===== src/rtl/scan_ctrl.sv =====
// Scan-chain test controller: loads a pattern into an external FF_scan chain,
// pulses one capture cycle, unloads the response and compares it to a golden vector.
module scan_ctrl #(
    parameter int unsigned CHAIN_LEN = 8
) (
    input  logic                 clk,
    input  logic                 reset_L,
    input  logic                 start,
    input  logic [CHAIN_LEN-1:0] pattern,
    input  logic [CHAIN_LEN-1:0] expected,
    input  logic                 SO,
    output logic                 SE,
    output logic                 SI,
    output logic                 busy,
    output logic                 done,
    output logic                 pass,
    output logic [CHAIN_LEN-1:0] captured
);

    localparam int unsigned CW = (CHAIN_LEN > 1) ? $clog2(CHAIN_LEN) : 1;
    localparam logic [CW-1:0] CNT_LAST = CW'(CHAIN_LEN - 1);

    localparam logic [2:0] S_IDLE      = 3'd0;
    localparam logic [2:0] S_SHIFT_IN  = 3'd1;
    localparam logic [2:0] S_CAPTURE   = 3'd2;
    localparam logic [2:0] S_SHIFT_OUT = 3'd3;
    localparam logic [2:0] S_DONE      = 3'd4;

    logic [2:0]           state_q, state_d;
    logic [CW-1:0]        cnt_q, cnt_d;
    logic [CHAIN_LEN-1:0] pat_q, pat_d;
    logic [CHAIN_LEN-1:0] exp_q, exp_d;
    logic [CHAIN_LEN-1:0] cap_q, cap_d;
    logic                 pass_q, pass_d;
    logic                 se_q, se_d;
    logic                 si_q, si_d;
    logic                 busy_q, busy_d;
    logic                 done_q, done_d;

    // Next-state, counter and datapath update
    always_comb begin
        state_d = state_q;
        cnt_d   = cnt_q;
        pat_d   = pat_q;
        exp_d   = exp_q;
        cap_d   = cap_q;
        pass_d  = pass_q;

        case (state_q)
            S_IDLE: begin
                if (start) begin
                    pat_d   = pattern;
                    exp_d   = expected;
                    cap_d   = '0;
                    pass_d  = 1'b0;
                    cnt_d   = '0;
                    state_d = S_SHIFT_IN;
                end
            end
            S_SHIFT_IN: begin
                if (cnt_q == CNT_LAST) begin
                    cnt_d   = '0;
                    state_d = S_CAPTURE;
                end else begin
                    cnt_d = cnt_q + CW'(1);
                end
            end
            S_CAPTURE: begin
                cnt_d   = '0;
                state_d = S_SHIFT_OUT;
            end
            S_SHIFT_OUT: begin
                // First bit out is the last cell, so fill captured from the MSB down
                for (int i = 0; i < CHAIN_LEN; i++) begin
                    if (cnt_q == CW'(CHAIN_LEN - 1 - i)) begin
                        cap_d[i] = SO;
                    end
                end
                if (cnt_q == CNT_LAST) begin
                    cnt_d   = '0;
                    state_d = S_DONE;
                end else begin
                    cnt_d = cnt_q + CW'(1);
                end
            end
            S_DONE: begin
                // Unknown captured bits fall through to the default of 0
                pass_d = 1'b0;
                if (cap_q == exp_q) begin
                    pass_d = 1'b1;
                end
                state_d = S_IDLE;
            end
            default: begin
                state_d = S_IDLE;
            end
        endcase
    end

    // Control outputs decoded from the next registered state so they leave a flop
    always_comb begin
        se_d   = (state_d == S_SHIFT_IN) || (state_d == S_SHIFT_OUT);
        busy_d = (state_d != S_IDLE);
        done_d = (state_d == S_DONE);
        si_d   = 1'b0;
        if (state_d == S_SHIFT_IN) begin
            for (int i = 0; i < CHAIN_LEN; i++) begin
                if (cnt_d == CW'(CHAIN_LEN - 1 - i)) begin
                    si_d = pat_d[i];
                end
            end
        end
    end

    always_ff @(posedge clk) begin
        if (!reset_L) begin
            state_q <= S_IDLE;
            cnt_q   <= '0;
            pat_q   <= '0;
            exp_q   <= '0;
            cap_q   <= '0;
            pass_q  <= 1'b0;
            se_q    <= 1'b0;
            si_q    <= 1'b0;
            busy_q  <= 1'b0;
            done_q  <= 1'b0;
        end else begin
            state_q <= state_d;
            cnt_q   <= cnt_d;
            pat_q   <= pat_d;
            exp_q   <= exp_d;
            cap_q   <= cap_d;
            pass_q  <= pass_d;
            se_q    <= se_d;
            si_q    <= si_d;
            busy_q  <= busy_d;
            done_q  <= done_d;
        end
    end

    assign SE       = se_q;
    assign SI       = si_q;
    assign busy     = busy_q;
    assign done     = done_q;
    assign pass     = pass_q;
    assign captured = cap_q;

endmodule


===== config.mk =====
export PLATFORM = sky130hd
export DESIGN_NAME = scan_ctrl
export DESIGN_NICKNAME = d
export VERILOG_FILES = /design/src/rtl/scan_ctrl.sv
export SDC_FILE = /design/constraint.sdc
export NUM_CORES = 1
export LEC_CHECK = 0
export CAP_MARGIN = 0
export CORE_ASPECT_RATIO = 0.75
export CORE_MARGIN = 4
export CORE_UTILIZATION = 40
export DETAILED_ROUTE_END_ITERATION = 16
export PLACE_DENSITY = 0.7
export SLEW_MARGIN = 15
export SYNTH_ARGS = -nofsm -noshare
export SYNTH_HDL_FRONTEND = slang
export SYNTH_SLANG_ARGS = --single-unit

===== constraint.sdc =====
create_clock -name clk -period 4 [get_ports clk]
set_clock_uncertainty 0.05 [all_clocks]
set_input_delay 0.6 -clock clk [delete_from_list [all_inputs] [get_ports clk]]
set_output_delay 0.6 -clock clk [all_outputs]
set_load 0.02 [all_outputs]

==> summary.md, run 1 <==
| Metric | Value |
|---|---|
| Min-delay src | exp_q[4] |
| Delay-heaviest family, CP | simple AND/OR/NAND/NOR gates |
| Placed Instance Area | 2001 um2 |
| Drc violations | 0 |
| Ant diodes | 0 |
| Initial antenna violation count | 0 |
| Synthesized area | 1647 um2 |
| First-pass GRT wire length | 5927 um |
| Most common cell after layout, fill and taps aside | dfxtp_1 |
| Die Y | approximately 64 um |
| Slew Limit Fails | 0 |
| # rows | 19 |
| R2r startpoint | cnt_q[0] |
| Die area | approximately 5200 um2 |
| Net switching power | 0.1695 mW |
| Root Driver | clkbuf_8 |
| Tmin final | 2724 ps |
| Sum Neg Setup Slack | 0 ps |
| Layout cell share with drive strength beyond 1 | 0.05882 |
| Combinational fraction of design power | 0.124 |
| Internal power | roughly 0.57 mW |
| Antenna viol nets, final | 0 |
| Clock transition at path regs | 70 ps |
| Final hold violation count | 0 |
| Final WL | ~3500 um |
| Rel. slew slack | 0.3963 |
| Worst path max stage delay | 710 ps |
| Postcts setup bufs | 0 |
| Vias | 1286 |
| Unrepaired setup endpoints after global routing | false |
| Crit-path cells | clkdlybuf4s50_1 -> nor4b_4 -> mux2i_1 -> mux2_2 -> or3_1 -> a41oi_2 |
| CTS Buf Count | 5 |
| CTS resizes | 0 |
| Crit end category | register |
| Grt total ovfl | 0 |
| Final Setup Violations | 0 |
| Clock Power Share | 0.374 |
| WP buf/inv | 1 |
| Fin crit share | 0.6809 |
| Crit path max fanout | 10 |
| CTS Hold Bufs | 0 |
| Total GRT Usage | 0.1458 |
| Post-synthesis cell type count | 36 |
| Initial Utilization | 0.4329 |
| Most frequent cells in the layout | dfxtp_1 (35), clkdlybuf4s50_1 (32), nand2_1 (21) |
| CP Class | input port to register |
| Worst skew pair latency | 280 ps |
| Crit start category | input port |
| Routed vias/inst | between 5 and 6 |
| Max clock buf depth | 2 |
| Max-Cap Viols | 0 |
| YS warnings | 0 |
| Critical path data arrival time | 2880 ps |
| Sequential area share after synthesis | 0.4255 |
| Sequential Power Share | 0.502 |
| Hold Path Class | register to register |
| Pleak | 0.8425 nW |
| CTS sink cnt | 35 |
| Critical Path RT | between 4000 and 5000 ps |
| F_max | 0.3672 GHz |
| Area grow syn2layout | 27.58% |
| Port Buf Inserts | 32 |
| Maximum resistive drop on vdd | 0.0001788 V |
| Core area | 3804 um2 |
| Vias in the first global route | approximately 1300 |
| CTS tree | built |
| Largest net degree at the start of global routing | 32 |
| Mapped Nets | 198 |
| Gpl congestion | 0.7382 |
| Design area | about 2100 um2 |
| Drt first pass iters | 4 |
| Dpl hpwl | around 2500 um |
| Die X | 82.09 um |
| Worst-margin pin slew | 902.7 ps |
| Post-synthesis cell count | ~170 |
| H-tree level count | 2 |
| Avg Cell Area, Syn | 9.573 um2 |
| Critical-path top delay cell | nor4b_4 |
| Routed len/inst | about 14 um |
| Yosys reg bits | 35 |
| Io pins | 33 |
| Nets@finish | 229 |
| Power Dens Cells | about 350 nW/um2 |
| Critical Path Start | start |
| Switching portion of total power | 0.2299 |
| Initial DRC count | 57 |
| Status | finished clean |
==> registers in the layout, indices dropped and copies added (netlist names) <==
register  flops
captured      8
pat_q         8
cnt_q         3
state_q       3
exp_q         8
pass          1
SI            1
SE            1
done          1
busy          1
==> cells in the mapped netlist <==
cell | instances | area share
o41ai_1 | 1 | 0.0053
nand2_1 | 21 | 0.048
nor4_1 | 1 | 0.0038
nor3_2 | 1 | 0.0061
a21oi_1 | 4 | 0.012
a41oi_2 | 1 | 0.0099
and2_0 | 1 | 0.0038
nor2b_1 | 14 | 0.053
mux2i_1 | 17 | 0.10
a211o_1 | 1 | 0.0053
nor4b_4 | 1 | 0.014
inv_1 | 3 | 0.0068
ha_1 | 6 | 0.046
xor2_1 | 8 | 0.043
nand2b_1 | 2 | 0.0076
or3_1 | 2 | 0.0076
a21boi_0 | 9 | 0.041
clkbuf_1 | 7 | 0.016
nor3b_1 | 2 | 0.0091
o21ai_1 | 1 | 0.0030
and3b_1 | 1 | 0.0053
dfxtp_1 | 35 | 0.43
buf_2 | 1 | 0.0030
and2_1 | 6 | 0.023
nor4b_1 | 1 | 0.0053
nand4_1 | 2 | 0.0076
nand3_1 | 4 | 0.012
mux2_2 | 1 | 0.0068
o21ai_0 | 5 | 0.015
a21boi_1 | 1 | 0.0046
a31oi_1 | 3 | 0.011
buf_4 | 1 | 0.0046
nor2_1 | 2 | 0.0046
xnor2_1 | 1 | 0.0053
nand3b_1 | 3 | 0.014
and3_1 | 2 | 0.0076
==> worst reg2reg max path, cell delays in order (launching register included) <==
cell and delay (ps):
dfxtp_1 360, ha_1 240, ha_1 270, nor4b_1 290
a211o_1 290, mux2_2 360, or3_1 380, a41oi_2 130
==> cell type report <==
class	count	area, um2
timing repair buffer	33	327.8
tap	52	65.06
multi-input combinational	125	895.9
sequential	35	700.7
inverter	3	11.26
clock buffer	8	100.1
fill	346	1703
==> final timing paths <==
check                           slack (ps)  cells past startpoint        to
worst max-delay path                  1280                      6        SI
worst min-delay path                   430                      2  exp_q[4]
worst max register to register        1560                      7        SI
worst min register to register         430                      2  exp_q[4]
==> kinds of logic (layout without fill, tap and decap cells) <==
family / Yosys count / count (layout) / share of synthesized area
DFF: 35 / 35 / 0.4255
adders and majority gates: 6 / 6 / 0.04559
AOI/OAI and AO/OA: 26 / 26 / 0.1079
xor gates and xnor gates: 9 / 9 / 0.04788
and+or+nand+nor: 66 / 66 / 0.2325
muxes: 18 / 18 / 0.1102
buffers and inverters: 12 / 44 / 0.03040
==> metal layers <==
layer	track usage	vias up	routed length, um
met2	0.2258	27	1604
met4	0.07054	0	74
met1	0.1876	603	1690
li1	-	649	-
met5	0	-	0
met3	0.03419	7	129
==> stage by stage <==
stage	util	power (mW)	hold WS (ps)	setup slack (ps)	std cells
2_1_floorplan	-	0.4324	405.1	1795	172
3_3_place_gp	0.5260	0.4666	420.1	1095	248
3_5_place_dp	0.5260	0.4694	429.6	974.2	248
4_1_cts	0.5523	0.7472	439.1	1266	256
5_1_grt	0.5523	0.7702	465.1	1158	256
6_report	0.5523	0.7376	434.0	1276	256
==> power by group through the flow <==
stage	logic, mW	registers (mW)	clock network (mW)
after global placement	0.0891	0.377	0
after global routing	0.101	0.372	0.298
after CTS	0.0922	0.370	0.285
after floorplan	0.0549	0.378	0
final	0.0917	0.370	0.276
after detailed placement	0.0912	0.378	0
No activity file was read; power rests on OpenSTA's default activity.
==> inputs of run 2 (changes only) <==
- PLACE_DENSITY: 0.7 -> 0.72
- clock period: 4 -> 2.3 ns (I/O delays scaled with it)
==> run 2 against run 1 <==
Net effect: utilization is 1.3 points higher; critical path type is now register to register; sequential power is 74% higher; highest routed layer unchanged; total power is 76% higher.
==> summary.md, run 2 (synthesis gave the netlist of run 1 again) <==
| Metric | Value |
|---|---|
| Vias in the first global route | 1263 |
| Drt first pass iters | 4 |
| Crit end category | register |
| Core area | 3804 um2 |
| # rows | 19 |
| Initial DRC count | 70 |
| Hold Path Class | register to register |
| Initial antenna violation count | 0 |
| Nets@finish | 235 |
| Die area | 5218 um2 |
| Io pins | 33 |
| First-pass GRT wire length | a little under 6000 um |
| Crit path max fanout | 4 |
| Layout cell share with drive strength beyond 1 | 0.09048 |
| CTS resizes | 0 |
| Maximum resistive drop on vdd | 0.0002630 V |
| Slew Limit Fails | 0 |
| Port Buf Inserts | 32 |
| Metal2 WL | 1602 um |
| Ant diodes | 0 |
| Pleak | 0.8753 nW |
| Power Dens Cells | 602.6 nW/um2 |
| Final core occ | 0.5658 |
| Status | finished clean |
| Final worst slack | 160.0 ps |
| Max clock buf depth | 2 |
| CTS sink cnt | 35 |
| Rel. slew slack | 0.6711 |
| Die Y | 63.57 um |
| Met3 WL | roughly 180 um |
| Final Setup Violations | 0 |
| Vias | 1297 |
| Most common cell after layout, fill and taps aside | dfxtp_1 |
| Placed Cells incl. Taps | between 200 and 300 |
| Die X | between 80 and 90 um |
| CP Class | register to register |
| CTS tree | built |
| Most frequent cells in the layout | dfxtp_1 (35), clkdlybuf4s50_1 (32), nand2_1 (21) |
| Routed vias/inst | 4.950 |
| Area grow syn2layout | 30.70% |
| Final WL | 3612 um |
| Met1 WL | 1789 um |
| Non-filler cells, final | roughly 260 |
| CTS Hold Bufs | 0 |
| Worst skew pair latency | 280 ps |
| H-tree level count | 2 |
| Worst-margin pin slew | 492.7 ps |
| Top sig layer | met4 |
| Sum Neg Setup Slack | 0 ps |
| Critical Path RT | between 2000 and 2500 ps |
| Grt total ovfl | 0 |
| CTS Buf Count | 5 |
| Gpl congestion | between 0.7 and 0.8 |
| Largest net degree at the start of global routing | 31 |
| Dpl hpwl | 2626 um |
| F_max | between 0.4 and 0.5 GHz |
| Unrepaired setup endpoints after global routing | false |
| Crit start category | register |
| Tmin final | between 2000 and 2500 ps |
| Postcts setup bufs | 0 |
| Final hold violation count | 0 |
| Routed len/inst | 13.79 um |
| Max-Cap Viols | 0 |
| Fin crit share | 0.9304 |
| Root Driver | clkbuf_8 |
| Clock transition at path regs | 70 ps |
| Place WS | -38.97 ps |
| Critical path data arrival time | 2290 ps |
| Total GRT Usage | 0.1462 |
| Initial Utilization | 0.4329 |
| Drc violations | 0 |
| Antenna viol nets, final | 0 |
run 2: changes by cell type in the layout (fill, tap and decap cells not counted):
cell	delta
buf_4	+6
nor4b_1	-1
nor4b_2	+1
run 2: through the flow:
stage / total power, mW / hold WS (ps) / instance area (um2)
global route: 1.358 / 463.3 / 2152
CTS: 1.308 / 428.4 / 2146
floorplan: 0.7520 / 405.1 / 1647
detailed placement: 0.8254 / 419.6 / 2046
finish: 1.297 / 426.1 / 2152
global placement: 0.8198 / 413.6 / 2046
run 2: cell type report:
type / instances / area (um2)
multi-input combinational: 125 / 902.1
clock buffer: 8 / 100.1
fill: 345 / 1652
sequential: 35 / 700.7
inverter: 3 / 11.26
tap: 52 / 65.06
timing repair buffer: 39 / 372.9
run 2: power by group:
group          switching [mW]  internal (mW)  leakage, nW  total (mW)
combinational          0.0773         0.0922        0.538       0.170
clock                   0.211          0.273       0.0515       0.484
sequential             0.0138          0.629        0.286       0.643
total                   0.302          0.995        0.875        1.30
run 2: worst max-delay path, cell delays in order (launching register included):
cell	delay, ps
dfxtp_1	350
ha_1	210
ha_1	210
nor4b_2	210
a211o_1	160
mux2_2	340
or3_1	400
a41oi_2	150
run 2: worst paths after layout:
kind | startpoint | to | depth (start not counted) | slack (ps)
max | cnt_q[1] | SI | 7 | 160
min | exp_q[4] | exp_q[4] | 2 | 430
max reg2reg | cnt_q[1] | SI | 7 | 160
min reg2reg | exp_q[4] | exp_q[4] | 2 | 430
run 2: per-layer routing:
| layer | vias up | global-route usage |
|---|---|---|
| li1 | 660 | - |
| met1 | 600 | 0.2009 |
| met2 | 31 | 0.2157 |
| met3 | 6 | 0.05128 |
| met4 | 0 | 0.03734 |
| met5 | - | 0 |
